`config.mk`:
```
export PLATFORM = sky130hd
export DESIGN_NAME = dram_miss_arbiter
export DESIGN_NICKNAME = d
export VERILOG_FILES = /design/src/rtl/dram_miss_arbiter_pkg.sv /design/src/rtl/dram_miss_arbiter_latency_counter.sv /design/src/rtl/dram_miss_arbiter.sv
export SDC_FILE = /design/constraint.sdc
export NUM_CORES = 1
export LEC_CHECK = 0
export CORE_AREA = 5 5 226 228
export CTS_BUF_LIST = sky130_fd_sc_hd__clkbuf_16
export DETAILED_ROUTE_END_ITERATION = 10
export DIE_AREA = 0 0 231 233
export GPL_TIMING_DRIVEN = 0
export SYNTH_ARGS = -nofsm -noshare
export SYNTH_HDL_FRONTEND = slang
export SYNTH_HIERARCHICAL = 1
export SYNTH_SLANG_ARGS = --single-unit
```
`constraint.sdc`:
```
create_clock -name clk -period 3.3 [get_ports clk]
set_input_delay 0.825 -clock clk [delete_from_list [all_inputs] [get_ports clk]]
set_output_delay 0.825 -clock clk [all_outputs]
set_load 0.05 [all_outputs]
```
`src/rtl/dram_miss_arbiter_pkg.sv`:
```
`default_nettype none
// +----------------------------------------------------------------------+
// | dram_miss_arbiter_pkg : shared encodings and default DRAM geometry    |
// | Rev 1.0                                                               |
// +----------------------------------------------------------------------+
package dram_miss_arbiter_pkg;

  localparam int unsigned LATENCY_DEF = 20;
  localparam int unsigned BLOCK_W_DEF = 128;
  localparam int unsigned BADDR_W_DEF = 18;

  typedef enum logic [1:0] {
    IDLE = 2'd0,
    WB   = 2'd1,
    FILL = 2'd2,
    DONE = 2'd3
  } state_t;

  localparam logic OWNER_I = 1'b0;
  localparam logic OWNER_D = 1'b1;

endpackage
`default_nettype wire

```
`src/rtl/dram_miss_arbiter_latency_counter.sv`:
```
`default_nettype none
// +----------------------------------------------------------------------+
// | latency_counter : counts 0..LATENCY-1, flags the final access cycle   |
// | Rev 1.0                                                               |
// +----------------------------------------------------------------------+
module latency_counter #(
  parameter int LATENCY = 20
) (
  input  logic clk,
  input  logic reset,
  input  logic clear_i,
  input  logic en_i,
  output logic last_o
);

  localparam int CW = (LATENCY > 1) ? $clog2(LATENCY) : 1;

  logic [CW-1:0] count_q;

  assign last_o = (count_q == CW'(LATENCY - 1));

  // Wrapping on last keeps the count inside 0..LATENCY-1 for any LATENCY.
  always_ff @(posedge clk) begin
    if (reset || clear_i) begin
      count_q <= '0;
    end else if (en_i) begin
      count_q <= last_o ? '0 : count_q + CW'(1);
    end
  end

endmodule
`default_nettype wire

```
`src/rtl/dram_miss_arbiter.sv`:
```
`default_nettype none
// +----------------------------------------------------------------------+
// | dram_miss_arbiter : round-robin I/D miss sequencer, writeback + fill  |
// | Rev 1.0                                                               |
// +----------------------------------------------------------------------+
module dram_miss_arbiter
  import dram_miss_arbiter_pkg::*;
#(
  parameter int LATENCY = LATENCY_DEF,
  parameter int BLOCK_W = BLOCK_W_DEF,
  parameter int BADDR_W = BADDR_W_DEF
) (
  input  logic               clk,
  input  logic               reset,
  input  logic               req_i,
  input  logic [BADDR_W-1:0] addr_i,
  input  logic               req_d,
  input  logic [BADDR_W-1:0] addr_d,
  input  logic               wb_d,
  input  logic [BADDR_W-1:0] wb_addr_d,
  input  logic [BLOCK_W-1:0] wb_data_d,
  input  logic [BLOCK_W-1:0] dram_rdata,
  output logic [BADDR_W-1:0] dram_addr,
  output logic               dram_we,
  output logic [BLOCK_W-1:0] dram_wdata,
  output logic [BLOCK_W-1:0] fill_data,
  output logic               done_i,
  output logic               done_d,
  output logic               stall_i,
  output logic               stall_d,
  output logic               busy
);

  state_t               state_q;
  logic                 owner_q;
  logic                 last_grant_q;
  logic [BADDR_W-1:0]   fill_addr_q;
  logic [BADDR_W-1:0]   wb_addr_q;
  logic [BLOCK_W-1:0]   wb_data_q;
  logic [BLOCK_W-1:0]   fill_data_q;

  logic w_grant_d;
  logic w_cnt_last;
  logic w_cnt_en;
  logic w_cnt_clear;

  // D wins when alone, or on a tie when I was served last.
  assign w_grant_d   = req_d && (!req_i || (last_grant_q == OWNER_I));
  assign w_cnt_en    = (state_q == WB) || (state_q == FILL);
  assign w_cnt_clear = (state_q == IDLE);

  latency_counter #(
    .LATENCY (LATENCY)
  ) u_cnt (
    .clk     (clk),
    .reset   (reset),
    .clear_i (w_cnt_clear),
    .en_i    (w_cnt_en),
    .last_o  (w_cnt_last)
  );

  always_ff @(posedge clk) begin
    if (reset) begin
      state_q      <= IDLE;
      owner_q      <= OWNER_I;
      last_grant_q <= OWNER_I;
      fill_addr_q  <= '0;
      wb_addr_q    <= '0;
      wb_data_q    <= '0;
      fill_data_q  <= '0;
    end else begin
      case (state_q)
        IDLE: begin
          if (req_i || req_d) begin
            owner_q     <= w_grant_d ? OWNER_D : OWNER_I;
            fill_addr_q <= w_grant_d ? addr_d : addr_i;
            if (w_grant_d && wb_d) begin
              wb_addr_q <= wb_addr_d;
              wb_data_q <= wb_data_d;
              state_q   <= WB;
            end else begin
              state_q   <= FILL;
            end
          end
        end
        WB: begin
          if (w_cnt_last) state_q <= FILL;
        end
        FILL: begin
          if (w_cnt_last) begin
            fill_data_q <= dram_rdata;
            state_q     <= DONE;
          end
        end
        DONE: begin
          last_grant_q <= owner_q;
          state_q      <= IDLE;
        end
        default: state_q <= IDLE;
      endcase
    end
  end

  assign dram_addr  = (state_q == WB) ? wb_addr_q : fill_addr_q;
  assign dram_wdata = wb_data_q;
  assign dram_we    = (state_q == WB) && w_cnt_last;
  assign fill_data  = fill_data_q;
  assign done_i     = (state_q == DONE) && (owner_q == OWNER_I);
  assign done_d     = (state_q == DONE) && (owner_q == OWNER_D);
  assign stall_i    = req_i && !done_i;
  assign stall_d    = req_d && !done_d;
  assign busy       = (state_q != IDLE);

endmodule
`default_nettype wire

```
== Word level (Yosys, flattened, before mapping) ==
Index checks and enable logic that the tools add are counted.

* Logic and storage cells: 47
* Output and inout port bits: 280
* Register bits after elaboration: 301
* Input port bits: 315

* Equality and inequality tests: 7
* Bitwise logic cells: 2
* Muxes and demuxes: 9
* Reductions and logical operators: 20
* Add/subtract/negate cells: 1

{| class="wikitable"
|+ Operators with widths
! operator !! count
|-
| 18-bit 2-to-1 mux || 2
|-
| 2-bit 2-to-1 mux || 4
|-
| 2-bit one-hot mux with 4 select lines || 1
|-
| 1-bit logical AND || 7
|-
| 3-bit AND reduction || 2
|-
| 5-bit by 1-bit adder with 5-bit output, second input constant || 1
|-
| 5-bit == test, second input constant || 1
|-
| 5-bit 2-to-1 mux || 1
|-
| 2-bit == test, second input constant || 2
|-
| 1-bit logical OR || 4
|-
| 2-bit by 1-bit inequality test with 1-bit output, second input constant || 2
|-
| 2-bit AND reduction || 2
|-
| 1-bit zero test || 3
|-
| 2-bit by 1-bit == test with 1-bit output, second input constant || 1
|-
| 2-bit zero test || 1
|-
| 2-bit inequality test, second input constant || 1
|-
| 1-bit inverter || 2
|-
| 2-bit nonzero test || 1
|-
| 1-bit 2-to-1 mux || 1
|}

== Depth between registers and ports, before layout ==
* Depth in word-level cells: 7
* Depth in mapped cells: 7

== By module ==
Netlist, hierarchy kept.

{| class="wikitable"
|+ By module, submodules not included
! module !! area an instance (um^2) !! cells each !! times used
|-
| dram_miss_arbiter || 11,173.2 || 1,379 || 1
|-
| latency_counter || 257.7 || 27 || 1
|}

== Worst setup path before layout ==
No wires, ideal clock.

* Kind: reg-to-output
* From: register state_q[0]
* To: output stall_i
* Stages on the path, launching flop included: 5
* Buffers on the path: 0
* Data arrival time: 1.701 ns
* Setup slack: 0.774 ns
* Data required time: 2.475 ns
* Path through: dfxtp_1 -> ha_1 -> inv_1 -> nor2_1 -> nor2b_1

* Cells in the longest elaborated chain, start to end: 4

{| class="wikitable"
|+ RTL lines
! what !! line !! source
|-
| start: declaration || dram_miss_arbiter.sv:34 || <nowiki>state_t state_q;</nowiki>
|-
| start signal: assignment || dram_miss_arbiter.sv:64 || <nowiki>state_q <= IDLE;</nowiki>
|-
| start signal: assignment || dram_miss_arbiter.sv:80 || <nowiki>state_q <= WB;</nowiki>
|-
| start signal: assignment || dram_miss_arbiter.sv:82 || <nowiki>state_q <= FILL;</nowiki>
|-
| 2-bit == test || dram_miss_arbiter.sv:108 || <nowiki>assign done_i = (state_q == DONE) && (owner_q == OWNER_I);</nowiki>
|-
| 1-bit logical AND || dram_miss_arbiter.sv:108 ||
|-
| named net done_i || dram_miss_arbiter.sv:27 || <nowiki>output logic done_i,</nowiki>
|-
| 1-bit zero test || dram_miss_arbiter.sv:110 || <nowiki>assign stall_i = req_i && !done_i;</nowiki>
|-
| 1-bit logical AND || dram_miss_arbiter.sv:110 ||
|-
| end: declaration || dram_miss_arbiter.sv:29 || <nowiki>output logic stall_i,</nowiki>
|}

The timed path passes the listed nets, and every way through them passes these cells.

== Final worst setup path ==
* From: register state_q[0]
* To: output done_i

* Cells in the longest elaborated chain, start to end: 2

{| class="wikitable"
|+ RTL lines
! what !! line
|-
| 2-bit == test || dram_miss_arbiter.sv:108
|-
| 1-bit logical AND || dram_miss_arbiter.sv:108
|-
| end: declaration || dram_miss_arbiter.sv:27
|}

Every way passes these cells.

==> impl_metrics.sql <==
INSERT INTO impl_metrics (metric_group, metric, value, unit) VALUES
('yosys', 'ys_ff_latch', '301', ''),
('drt', 'num_vias', '12610', ''),
('critical_path', 'critical_path.startpoint_type', 'flip-flop', ''),
('yosys', 'synth-edff-count', '0', ''),
('yosys', 'count_of_different_cell_masters_after_synthesis', '38', ''),
('pwr', 'total_power', '11370', 'µW'),
('grt', 'gr-total-overflow', '0', ''),
('critical_path', 'crit_path_end_kind', 'primary output', ''),
('drt', 'drt-total-wl', '52.66', 'mm'),
('finish', 'final_nets', '2361', ''),
('yosys', 'yosys_most_used_dff', 'sky130_fd_sc_hd__dfxtp_1', ''),
('yosys', 'post-synth-top-area-fraction', '52.71', '%'),
('place', 'hpwl', '41.36', 'mm'),
('yosys', 'average_cell_area_after_synthesis', '8.130', 'µm²'),
('sta', 'grt_setup_unrepaired', 'false', ''),
('floorplanning', 'floorplan.die.height', '233', 'µm'),
('finish', 'seq_area', '0.006026', 'mm²'),
('sta', 'timing.final.hold_violations', '0', ''),
('sta', 'post-route-min-period', '3202', 'ps'),
('clock_network', 'cts_tree', 'built', ''),
('finish', 'layout-drive-gt1-share', '7.692', '%'),
('grt', 'grt_antenna_before_repair', '7', ''),
('drt', 'drt_first_pass_iters', '7', ''),
('drt', 'route.top_layer_used', 'met5', ''),
('floorplanning', 'dieArea', '0.05382', 'mm²'),
('sta', 'final_min_period_over_clock_period', '97.02', '%'),
('sta', 'max_freq', '312.3', 'MHz'),
('clock_network', 'path_clk_slew', '60', 'ps'),
('yosys', 'ys_warn_count', '6', ''),
('pwr', 'irDropWorstVdd', '0.0003693', 'V'),
('hold_path', 'min-delay-path-class', 'reg -> reg', ''),
('drt', 'wl_per_cell', '19.57', 'µm'),
('grt', 'pin_count_of_the_biggest_net_entering_global_routing', '14', ''),
('sta', 'max_slew_margin', '47.37', '%'),
('place', 'dp.cells', '2622', ''),
('yosys', 'postSynthNetCount', '1728', ''),
('outcome', 'outcome', 'completed', ''),
('sta', 'clock_skew', '20.42', 'ps'),
('critical_path', 'cp_max_fo', '5', ''),
('floorplanning', 'io_pins', '595', ''),
('drt', 'met2_wirelength', '24.96', 'mm'),
('clock_network', 'cts.sinks', '301', ''),
('clock_network', 'worstSkewPairLatency', '560', 'ps'),
('drt', 'antenna_left', '0', ''),
('clock_network', 'root_buffer', 'sky130_fd_sc_hd__clkbuf_16', ''),
('place', 'io_buffers', '594', ''),
('yosys', 'synth.most_common_cell', 'sky130_fd_sc_hd__dfxtp_1', ''),
('sta', 'timing_worst_slew_pin_value', '789.4', 'ps'),
('grt', 'vias_in_the_first_global_route', '12750', ''),
('sta', 'total_of_endpoints_with_negative_setup_slack_in_the_final_report', '0', ''),
('drt', 'via_per_inst', '4.686', ''),
('drt', 'initial_drt_markers', '591', ''),
('floorplanning', 'placeableCoreArea', '0.04865', 'mm²'),
('grt', 'grtUsageTotal', '18.44', '%'),
('grt', 'grt_first_pass_wirelength', '77.43', 'mm'),
('floorplanning', 'die_w', '231', 'µm'),
('critical_path', 'crit_type', 'reg -> out', ''),
('flow_run', 'maxCapViolations', '0', ''),
('yosys', 'post_synth_most_frequent_cells', 'sky130_fd_sc_hd__dfxtp_1, sky130_fd_sc_hd__nand2_1, sky130_fd_sc_hd__a21oi_1', ''),
('critical_path', 'cp_data_arrival_time', '2380', 'ps'),
('drt', 'wl_met1', '20.33', 'mm'),
('sta', 'maxSlewViolCount', '0', ''),
('yosys', 'synth_area_leaders', 'sky130_fd_sc_hd__dfxtp_1, sky130_fd_sc_hd__a21oi_1, sky130_fd_sc_hd__nand2_1', ''),
('pwr', 'power.density_cell_area', '588.7', 'mW/mm²'),
('place', 'weighted_congestion_reported_at_the_end_of_routability_driven_placement', '0.8551', ''),
('pwr', 'p_leak', '0.006699', 'µW'),
('finish', 'layout-area-overhead-vs-synth', '68.96', '%'),
('clock_network', 'postCtsHoldBufs', '0', ''),
('place', 'postPlaceCellArea', '0.01815', 'mm²'),
('critical_path', 'cp.required', '2470', 'ps'),
('yosys', 'synth_cells', '1406', '');
## routing by layer
layer / track usage, % / vias up
met2: 31.13 / 551
met3: 7.797 / 81
met5: 0 / -
met4: 6.426 / 8
li1: - / 6102
met1: 21.02 / 5869
## path summary, 6_finish.rpt
| check | from | to | slack, ps | cells past startpoint |
|---|---|---|---|---|
| setup / recovery | state_q[0] | done_i | 100 | 4 |
| hold / removal | fill_data[38] | fill_data[38] | 450 | 2 |
| hold reg to reg | fill_data[38] | fill_data[38] | 450 | 2 |
| setup reg to reg | u_cnt/count_q[0] | fill_data[98] | 960 | 7 |
## per-stage QoR
step,utilization (%),worst slack (ps)
floorplan,-,774.4
global placement,37.32,-72.61
detailed placement,37.32,-78.97
CTS,39.75,-2.255
global route,39.70,0.1998
finish,39.70,98.35
## worst max-delay path, stage by stage (launching register included)
cell	delay [ps]
sky130_fd_sc_hd__dfxtp_1	400
sky130_fd_sc_hd__ha_1	230
sky130_fd_sc_hd__inv_1	70
sky130_fd_sc_hd__nor2_1	260
sky130_fd_sc_hd__clkdlybuf4s50_1	870
## flip-flops by register name, indices dropped and copies added (netlist names)
register,flops
owner_q,1
last_grant_q,1
fill_data,128
dram_wdata,128
wb_addr_q,18
u_cnt/count_q,5
fill_addr_q,18
state_q,2
## power breakdown
part	switching (µW)	leakage, µW	internal [µW]
clock network	1680	0.000603	2370
registers	159	0.00244	3930
logic	2080	0.00365	1160
total	3920	0.00670	7450
## area by class of cell
cell class	count	share of cell area, %
clock inverter	30	1.406
sequential	301	31.20
antenna	2	0.02591
timing repair buffer	594	30.55
tap	622	4.030
multi-input combinational	965	24.60
buffer	135	3.304
inverter	5	0.09718
clock buffer	37	4.794
## cell usage in the layout (no fill, tap or decap), drive strengths merged, types with 3 or more instances in the layout
cell type,instances
clkdlybuf4s50,572
dfxtp,301
nand2,300
a21oi,278
nand3,147
o21ai,146
clkbuf,101
buf,79
nor2,21
mux2,19
a311oi,19
inv,15
clkinv,13
dlygate4sd2,10
ha,7
and2,4
bufinv,4
nor2b,3
clkinvlp,3
clkdlybuf4s15,3
## timing repair
item	CTS	global route
buffers inserted	0	0
setup endpoints to repair	21	9
resized for setup	28	17
cloned	0	0
## cells by family (layout without fill, tap and decap cells)
family,after synthesis,in the layout,share of synthesized area [%]
buf+inv,140,801,5.725
flops,301,301,52.71
compound gates,454,454,20.79
other cells,0,2,0
simple gates,483,483,17.97
xor+xnor,1,1,0.07663
mux,20,20,1.959
fa+ha+maj,7,7,0.7662
No activity file was read; power rests on OpenSTA's default activity.
